`src/rtl/pdm_multichannel_cic.sv`:
```
// Multi-line PDM capture: mic clock, 2-flop sync, per-channel CIC decimation,
// one-frame holding buffer with drop-on-backpressure and status counters.
module pdm_multichannel_cic #(
    parameter int CLK_FREQ          = 100_000_000,
    parameter int PDM_CLK_FREQ      = 2_000_000,
    parameter int NUM_LINES         = 1,
    parameter int CIC_STAGES        = 4,
    parameter int DECIMATION_FACTOR = 64,
    parameter int OUT_WIDTH         = 16
) (
    input  logic                                 clk,
    input  logic                                 rst,
    input  logic                                 en,
    input  logic                                 clr_status,
    output logic                                 M_CLK,
    input  logic [NUM_LINES-1:0]                 M_DATA,
    output logic                                 out_valid,
    input  logic                                 out_ready,
    output logic [OUT_WIDTH-1:0]                 out_data,
    output logic [$clog2(2*NUM_LINES)-1:0]       out_channel,
    output logic                                 out_last,
    output logic                                 overflow,
    output logic [15:0]                          drop_count
);

    localparam int HALF = CLK_FREQ / (2 * PDM_CLK_FREQ);
    localparam int C    = 2 * NUM_LINES;
    localparam int CW   = $clog2(C);
    localparam int LOGR = $clog2(DECIMATION_FACTOR);
    localparam int W    = 2 + CIC_STAGES * LOGR;
    localparam int SH   = (W >= OUT_WIDTH) ? (W - OUT_WIDTH) : 0;
    localparam int DW   = $clog2(HALF);
    localparam int SW   = $clog2(CIC_STAGES + 1);

    logic [DW-1:0]        div_cnt;
    logic                 tc;
    logic                 samp_even;
    logic                 samp_odd;
    logic [NUM_LINES-1:0] sync1;
    logic [NUM_LINES-1:0] sync2;
    logic [LOGR-1:0]      dec_cnt;
    logic                 dec_pend;
    logic [SW-1:0]        settle_cnt;
    logic                 settled;
    logic                 commit;

    logic [OUT_WIDTH-1:0] pcm  [C];
    logic [OUT_WIDTH-1:0] hbuf [C];
    logic                 busy;
    logic [CW-1:0]        rd_idx;
    logic                 last_sel;
    logic                 hs;
    logic                 free_now;
    logic                 drop;

    assign tc        = (div_cnt == DW'(HALF - 1));
    assign samp_even = en && tc && M_CLK;
    assign samp_odd  = en && tc && !M_CLK;

    always_ff @(posedge clk) begin
        if (rst || !en) begin
            div_cnt <= '0;
            M_CLK   <= 1'b0;
        end else if (tc) begin
            div_cnt <= '0;
            M_CLK   <= ~M_CLK;
        end else begin
            div_cnt <= div_cnt + 1'b1;
        end
    end

    always_ff @(posedge clk) begin
        if (rst) begin
            sync1 <= '0;
            sync2 <= '0;
        end else begin
            sync1 <= M_DATA;
            sync2 <= sync1;
        end
    end

    // All lines share the divider, so one odd-sample counter serves every line.
    always_ff @(posedge clk) begin
        if (rst || !en) begin
            dec_cnt    <= '0;
            dec_pend   <= 1'b0;
            settle_cnt <= '0;
        end else begin
            dec_pend <= samp_odd && (&dec_cnt);
            if (samp_odd)
                dec_cnt <= dec_cnt + 1'b1;
            if (dec_pend && !settled)
                settle_cnt <= settle_cnt + 1'b1;
        end
    end

    assign settled = (settle_cnt == SW'(CIC_STAGES));
    assign commit  = dec_pend && settled;

    for (genvar g = 0; g < C; g++) begin : g_ch
        logic signed [W-1:0] x;
        logic signed [W-1:0] integ     [CIC_STAGES];
        logic signed [W-1:0] integ_nxt [CIC_STAGES];
        logic signed [W-1:0] cd        [CIC_STAGES];
        logic signed [W-1:0] comb_v    [CIC_STAGES];
        logic signed [W-1:0] y;
        logic                strobe;

        assign strobe = (g % 2 == 1) ? samp_odd : samp_even;

        always_comb begin
            x = sync2[g/2] ? W'(1) : {W{1'b1}};
            integ_nxt[0] = integ[0] + x;
            for (int s = 1; s < CIC_STAGES; s++)
                integ_nxt[s] = integ[s] + integ_nxt[s-1];
            comb_v[0] = integ[CIC_STAGES-1] - cd[0];
            for (int s = 1; s < CIC_STAGES; s++)
                comb_v[s] = comb_v[s-1] - cd[s];
        end

        // Combs run one cycle after the last odd sample, on settled integrators.
        always_ff @(posedge clk) begin
            if (rst || !en) begin
                for (int s = 0; s < CIC_STAGES; s++) begin
                    integ[s] <= '0;
                    cd[s]    <= '0;
                end
            end else begin
                if (strobe)
                    for (int s = 0; s < CIC_STAGES; s++)
                        integ[s] <= integ_nxt[s];
                if (dec_pend) begin
                    cd[0] <= integ[CIC_STAGES-1];
                    for (int s = 1; s < CIC_STAGES; s++)
                        cd[s] <= comb_v[s-1];
                end
            end
        end

        assign y      = comb_v[CIC_STAGES-1];
        assign pcm[g] = OUT_WIDTH'(y >>> SH);
    end

    assign last_sel = (rd_idx == CW'(C - 1));
    assign hs       = busy && out_ready;
    assign free_now = !busy || (hs && last_sel);
    assign drop     = commit && !free_now;

    always_ff @(posedge clk) begin
        if (rst) begin
            busy   <= 1'b0;
            rd_idx <= '0;
            for (int c = 0; c < C; c++)
                hbuf[c] <= '0;
        end else if (commit && free_now) begin
            busy   <= 1'b1;
            rd_idx <= '0;
            for (int c = 0; c < C; c++)
                hbuf[c] <= pcm[c];
        end else if (hs) begin
            if (last_sel) begin
                busy   <= 1'b0;
                rd_idx <= '0;
            end else begin
                rd_idx <= rd_idx + 1'b1;
            end
        end
    end

    // A drop coinciding with a clear restarts the count at one.
    always_ff @(posedge clk) begin
        if (rst) begin
            overflow   <= 1'b0;
            drop_count <= '0;
        end else if (drop) begin
            overflow <= 1'b1;
            if (clr_status)
                drop_count <= 16'd1;
            else if (drop_count != 16'hFFFF)
                drop_count <= drop_count + 16'd1;
        end else if (clr_status) begin
            overflow   <= 1'b0;
            drop_count <= '0;
        end
    end

    assign out_valid   = busy;
    assign out_data    = hbuf[rd_idx];
    assign out_channel = rd_idx;
    assign out_last    = busy && last_sel;

endmodule

```
`config.mk`:
```
export PLATFORM = sky130hd
export DESIGN_NAME = pdm_multichannel_cic
export DESIGN_NICKNAME = d
export VERILOG_FILES = /design/src/rtl/pdm_multichannel_cic.sv
export SDC_FILE = /design/constraint.sdc
export NUM_CORES = 1
export LEC_CHECK = 0
export ABC_AREA = 1
export CAP_MARGIN = 20
export CORE_ASPECT_RATIO = 1.25
export CORE_MARGIN = 2
export CORE_UTILIZATION = 55
export DETAILED_ROUTE_END_ITERATION = 12
export PLACE_DENSITY = 0.75
export SKIP_CTS_REPAIR_TIMING = 1
export SYNTH_ARGS = -nofsm -noshare
export SYNTH_HDL_FRONTEND = slang
export SYNTH_SLANG_ARGS = --single-unit
```
`constraint.sdc`:
```
create_clock -name clk -period 7.8 [get_ports clk]
set_clock_uncertainty 0.15 [all_clocks]
set_input_delay 1.17 -clock clk [delete_from_list [all_inputs] [get_ports clk]]
set_output_delay 1.17 -clock clk [all_outputs]
set_load 0.01 [all_outputs]
```
# Yosys cells after proc, flatten, opt, wreduce, memory -nomap -nowiden

Memory sizes are Yosys's and may differ from the RTL's. A register that Yosys moved wholly into a read port is not among the register bits.
Index checks and enable logic that the tools add are counted.

Bits in writable memories: 448
Bits in registers: 37
Memories: 5
Logic and storage cells: 133

Mux-type cells: 47
Equal/unequal tests: 3
Bitwise operators: 19
Add/sub/neg operators: 21
Reduce and logical (&&, ||, !) cells: 27

Memory list:

| memory        | depth | width | rd ports | clocked after Yosys merged registers in | write ports | RTL line | source |
|---|---|---|---|---|---|---|---|
| g_ch[0].cd    | 4     | 26    | 4        | 0                                       | 4           | 104      | `logic signed [W-1:0] cd [CIC_STAGES];` |
| g_ch[0].integ | 4     | 26    | 4        | 0                                       | 4           | 102      | `logic signed [W-1:0] integ [CIC_STAGES];` |
| g_ch[1].cd    | 4     | 26    | 4        | 0                                       | 4           | 104      |  |
| g_ch[1].integ | 4     | 26    | 4        | 0                                       | 4           | 102      |  |
| hbuf          | 2     | 16    | 1        | 1                                       | 2           | 48       | `logic [OUT_WIDTH-1:0] hbuf [C];` |

Operators by type and width:

| operator                                      | count |
|---|---|
| 2-to-1 mux 26 bit                             | 17 |
| adder 26 bit                                  | 8 |
| subtractor 26 bit                             | 8 |
| 2-to-1 mux 16 bit                             | 6 |
| 2-to-1 mux 1 bit                              | 24 |
| OR 1 bit                                      | 18 |
| adder 16 x 1 -> 16 bit, second input constant | 1 |
| != test 16 bit, second input constant         | 1 |
| logical AND 1 bit                             | 11 |
| nonzero test 2 bit                            | 4 |
| adder 6 x 1 -> 6 bit, second input constant   | 1 |
| AND reduction 6 bit                           | 1 |
| adder 5 x 1 -> 5 bit, second input constant   | 1 |
| equality test 5 bit, second input constant    | 1 |
| zero test 1 bit                               | 5 |
| AND reduction 2 bit                           | 2 |
| OR reduction 2 bit                            | 2 |
| adder 3 x 1 -> 3 bit, second input constant   | 1 |
| equality test 3 bit, second input constant    | 1 |
| logical OR 1 bit                              | 2 |
| adder 1 bit, second input constant            | 1 |
| inverter 1 bit                                | 1 |

# Logic depth before layout (Yosys ltp)

Depth after elaboration: 8
Mapped depth: 43
Gate-level depth less buffers: 43

# Worst setup path before layout

Ideal clock, no wire load.

Path type: register to register
From: register sync2
To: memory g_ch[0].integ[3][25] (netlist bit) (data pin)
Setup time: 0.254 ns
Arrival: 6.565 ns
Setup slack: 0.831 ns
Cell stages (with the launch flop): 37
Cells stage by stage: dfxtp_1 -> inv_1 -> ha_1 -> inv_1 -> nor2_2 -> nand2_1 -> nand2_1 -> a21oi_1 -> o21ai_1 -> a31oi_1 -> o21ai_1 -> xor2_1 -> ha_1 -> a21oi_1 -> o221ai_1 -> a21oi_1 -> o21ai_2 -> a31o_2 -> xor2_1 -> ha_1 -> nand2_1 -> nor4_1 -> nand3_1 -> nand3_1 -> xor2_1 -> inv_1 -> ha_1 -> a21o_1 -> a21o_1 -> a221oi_1 -> nand3_1 -> inv_1 -> nand3_1 -> nand2_1 -> nand2_1 -> nand2_1 -> nor2_2

RTL lines:

| what                     | RTL line | source |
|---|---|---|
| start: declaration       | 40       | `logic [NUM_LINES-1:0] sync2;` |
| start signal: assignment | 78       | `sync2 <= sync1;` |
| end: declaration         | 102      |  |

==> run summary <==
CTS Sinks: 486
Area growth syn-to-layout: 8.76%
Worst-case reg-to-reg path depth: 37
Final setup vio count: 0
Status: finished, final reports clean
# DRC: 0
Crit-path max cell delay: 370 ps
Site row count: 108
Seq/Total Area, Yosys: 36.7%
GRT overflow: 0
Root Driver: clkbuf_16
WHS Path Cells: 2
Die Height: 301 µm
Post-synth EDFFs: 448
Final Cycle Share: 92.1%
WP data arrival: 7390 ps
Met3 usage: 2.62%
Share of flip-flops with an asynchronous set or reset: 0%
Gate Count Post-Synth: 4,817
Overall routing resource usage: 22.7%
Setup TNS: 0 ps
Post-DP HPWL: 61,800 µm
Synth Flop Type: edfxtp_1
Max-cap violations: 0
Worst hold path class: reg -> reg
Pre-antenna DRT Iters: 7
CTS H-tree lvls: 2
Leak Pwr: 20.1 nW
YS warnings: 0
Synth unique cells: 67
Vias in the first global route: 30.1k
# nets final: 5,311
Vias per inst: 5.24
Layout fillers: 6,071
Max VDD drop: 0.208 mV
Unrepaired setup endpoints after global routing: false
Highest net fanout along the worst path: 24
Clock transition at path regs: 60 ps
FF/Latch Area: 14,200 µm²
Post-layout min period: 7190 ps
Via count: 30.7k
CP Launch Type: flip-flop
Slew margin rel.: 35.1%
Io pins: 43
Mapped Nets: 5,253
Worst-skew pair later-pin latency: 610 ps
Syn Area/Cell: 8.05 µm²
Top post-synthesis cells by area: edfxtp_1 35%, ha_1 13%, inv_1 9.2%, nand2_1 6.5%, a21oi_1 5.9%
Power density over the cells: 326 nW/µm²
Post-Route WL: 81,400 µm
DIE AREA: 72,600 µm²
Achievable Freq: 0.139 GHz
Multi-input logic area: 20,700 µm²
Largest net degree at the start of global routing: 128
Met1 Use GR: 26.0%
Final Hold Viols: 0
I/O Buffers: 42
DR WL/cell: 13.9 µm
CTS max path bufs: 3
Crit Path Class: reg -> reg
Initial core utilization: 55.7%
Layout Utilization: 60.6%
Busiest grt layer: met2
Slowest-stage cell, CP: dfxtp_1
First-pass GRT wire length: 137,000 µm
Synth Cell Area: 38,800 µm²
Gpl congestion: 0.938
Fin. max-slew vios: 0
Worst Setup End Kind: flip-flop
Share of cells above drive strength 1: 6.81%
Die Wd: 241 µm
Critical Path RT: 8000 ps
CTS tree: yes
Yosys top cell area share: 34.7%
Num CTS Buffers: 53
Initial antenna violation count: 2
Met2 Resource Use GR: 42.8%
Crit path top cell by count: nand2_1
Tot Pwr: 13.8 mW
Seq cells post-synth: 486
Synth area leader: edfxtp_1
Least-Margin Pin Slew: 974 ps
Detailed Route Iter0 Violations: 1,562
Core area: 69,600 µm²
Antenna-violating nets left: 0
[worst max-delay path: cells and delay by family, from the launching register on]
family / cells / cell delay, ps
AO/OA/AOI/OAI: 16 / 2610
XOR/XNOR: 3 / 630
adder cells (fa/ha/maj): 4 / 1420
buffers and inverters: 5 / 870
flip-flops: 1 / 370
AND/OR/NAND/NOR: 9 / 860
[cell type report]
type                       count  area share, %
multi-input combinational   3306           49.1
clock buffer                  75           3.61
antenna                        1        0.00594
timing repair buffer          57           1.35
inverter                     971           8.66
clock inverter                24          0.763
tap                          935           2.78
sequential                   486           33.7
[through the flow]
step                std cells  hold slack (ps)  instance area, µm²  setup WS [ps]
finish                   5855              268               42200            613
global route             5855              309               42200          0.577
CTS                      5852              284               42100            634
detailed placement       5753              278               40300            701
global placement         5753              292               40300            793
floorplan                4817              238               38800            831
[cells in the final DEF (no fill, tap or decap), drive strengths merged, types with 39 or more instances in the layout]
master / n
nor3: 64
edfxtp: 448
nand2: 719
a21o: 44
o21bai: 45
xnor2: 73
nand3: 163
o21a: 39
nor2: 605
inv: 973
a21oi: 496
ha: 416
clkbuf: 75
o21ai: 240
clkdlybuf4s50: 42
xor2: 185
[routing by layer]
metal,up-vias,routed length [µm]
li1,16100,-
met4,0,3130
met5,-,0
met1,14000,34500
met3,179,2600
met2,484,41100
[registers in the layout (all words and copies together), names as in the netlist, named ones only]
signal	count
M_CLK	1
dec_pend	1
out_channel	1
drop_count	16
out_valid	1
g_ch.integ	208
settle_cnt	3
sync1	1
sync2	1
overflow	1
g_ch.cd	208
dec_cnt	6
hbuf	32
div_cnt	5
[cell usage after synthesis, drive strengths merged, types with 7 or more instances]
library cell / number
fa: 14
o221ai: 14
o211ai: 10
nand4: 33
o31ai: 7
or2: 15
nor2: 605
xnor2: 73
a211oi: 11
nand3: 163
a21boi: 8
o21ai: 240
edfxtp: 448
dfxtp: 38
and2: 11
ha: 416
nand2: 719
inv: 971
nor4: 18
o21a: 39
a31oi: 35
mux2: 16
o21bai: 45
clkbuf: 50
nor3: 64
a21o: 44
xor2: 185
a21oi: 496
[report_power, final]
part | switching, mW | internal [mW] | total (mW)
clock network | 1.08 | 1.62 | 2.70
logic | 5.24 | 2.84 | 8.08
registers | 0.0476 | 2.93 | 2.98
[logic make-up after synthesis]
family	Yosys count	share of synthesized area (%)
and+or+nand+nor	1634	18.1
adders and majority gates	430	14.2
AOI/OAI and AO/OA	968	14.8
DFF	486	36.7
buffers and inverters	1025	9.96
xor gates and xnor gates	258	5.83
muxes	16	0.465
[final timing paths]
check             start                    to  slack (ps)
setup / recovery  sync2  g_ch[1].integ[3][24]         610
hold / removal    sync1                 sync2         270
setup reg to reg  sync2  g_ch[1].integ[3][24]         610
hold reg to reg   sync1                 sync2         270
(Power assumes the default switching activity.)
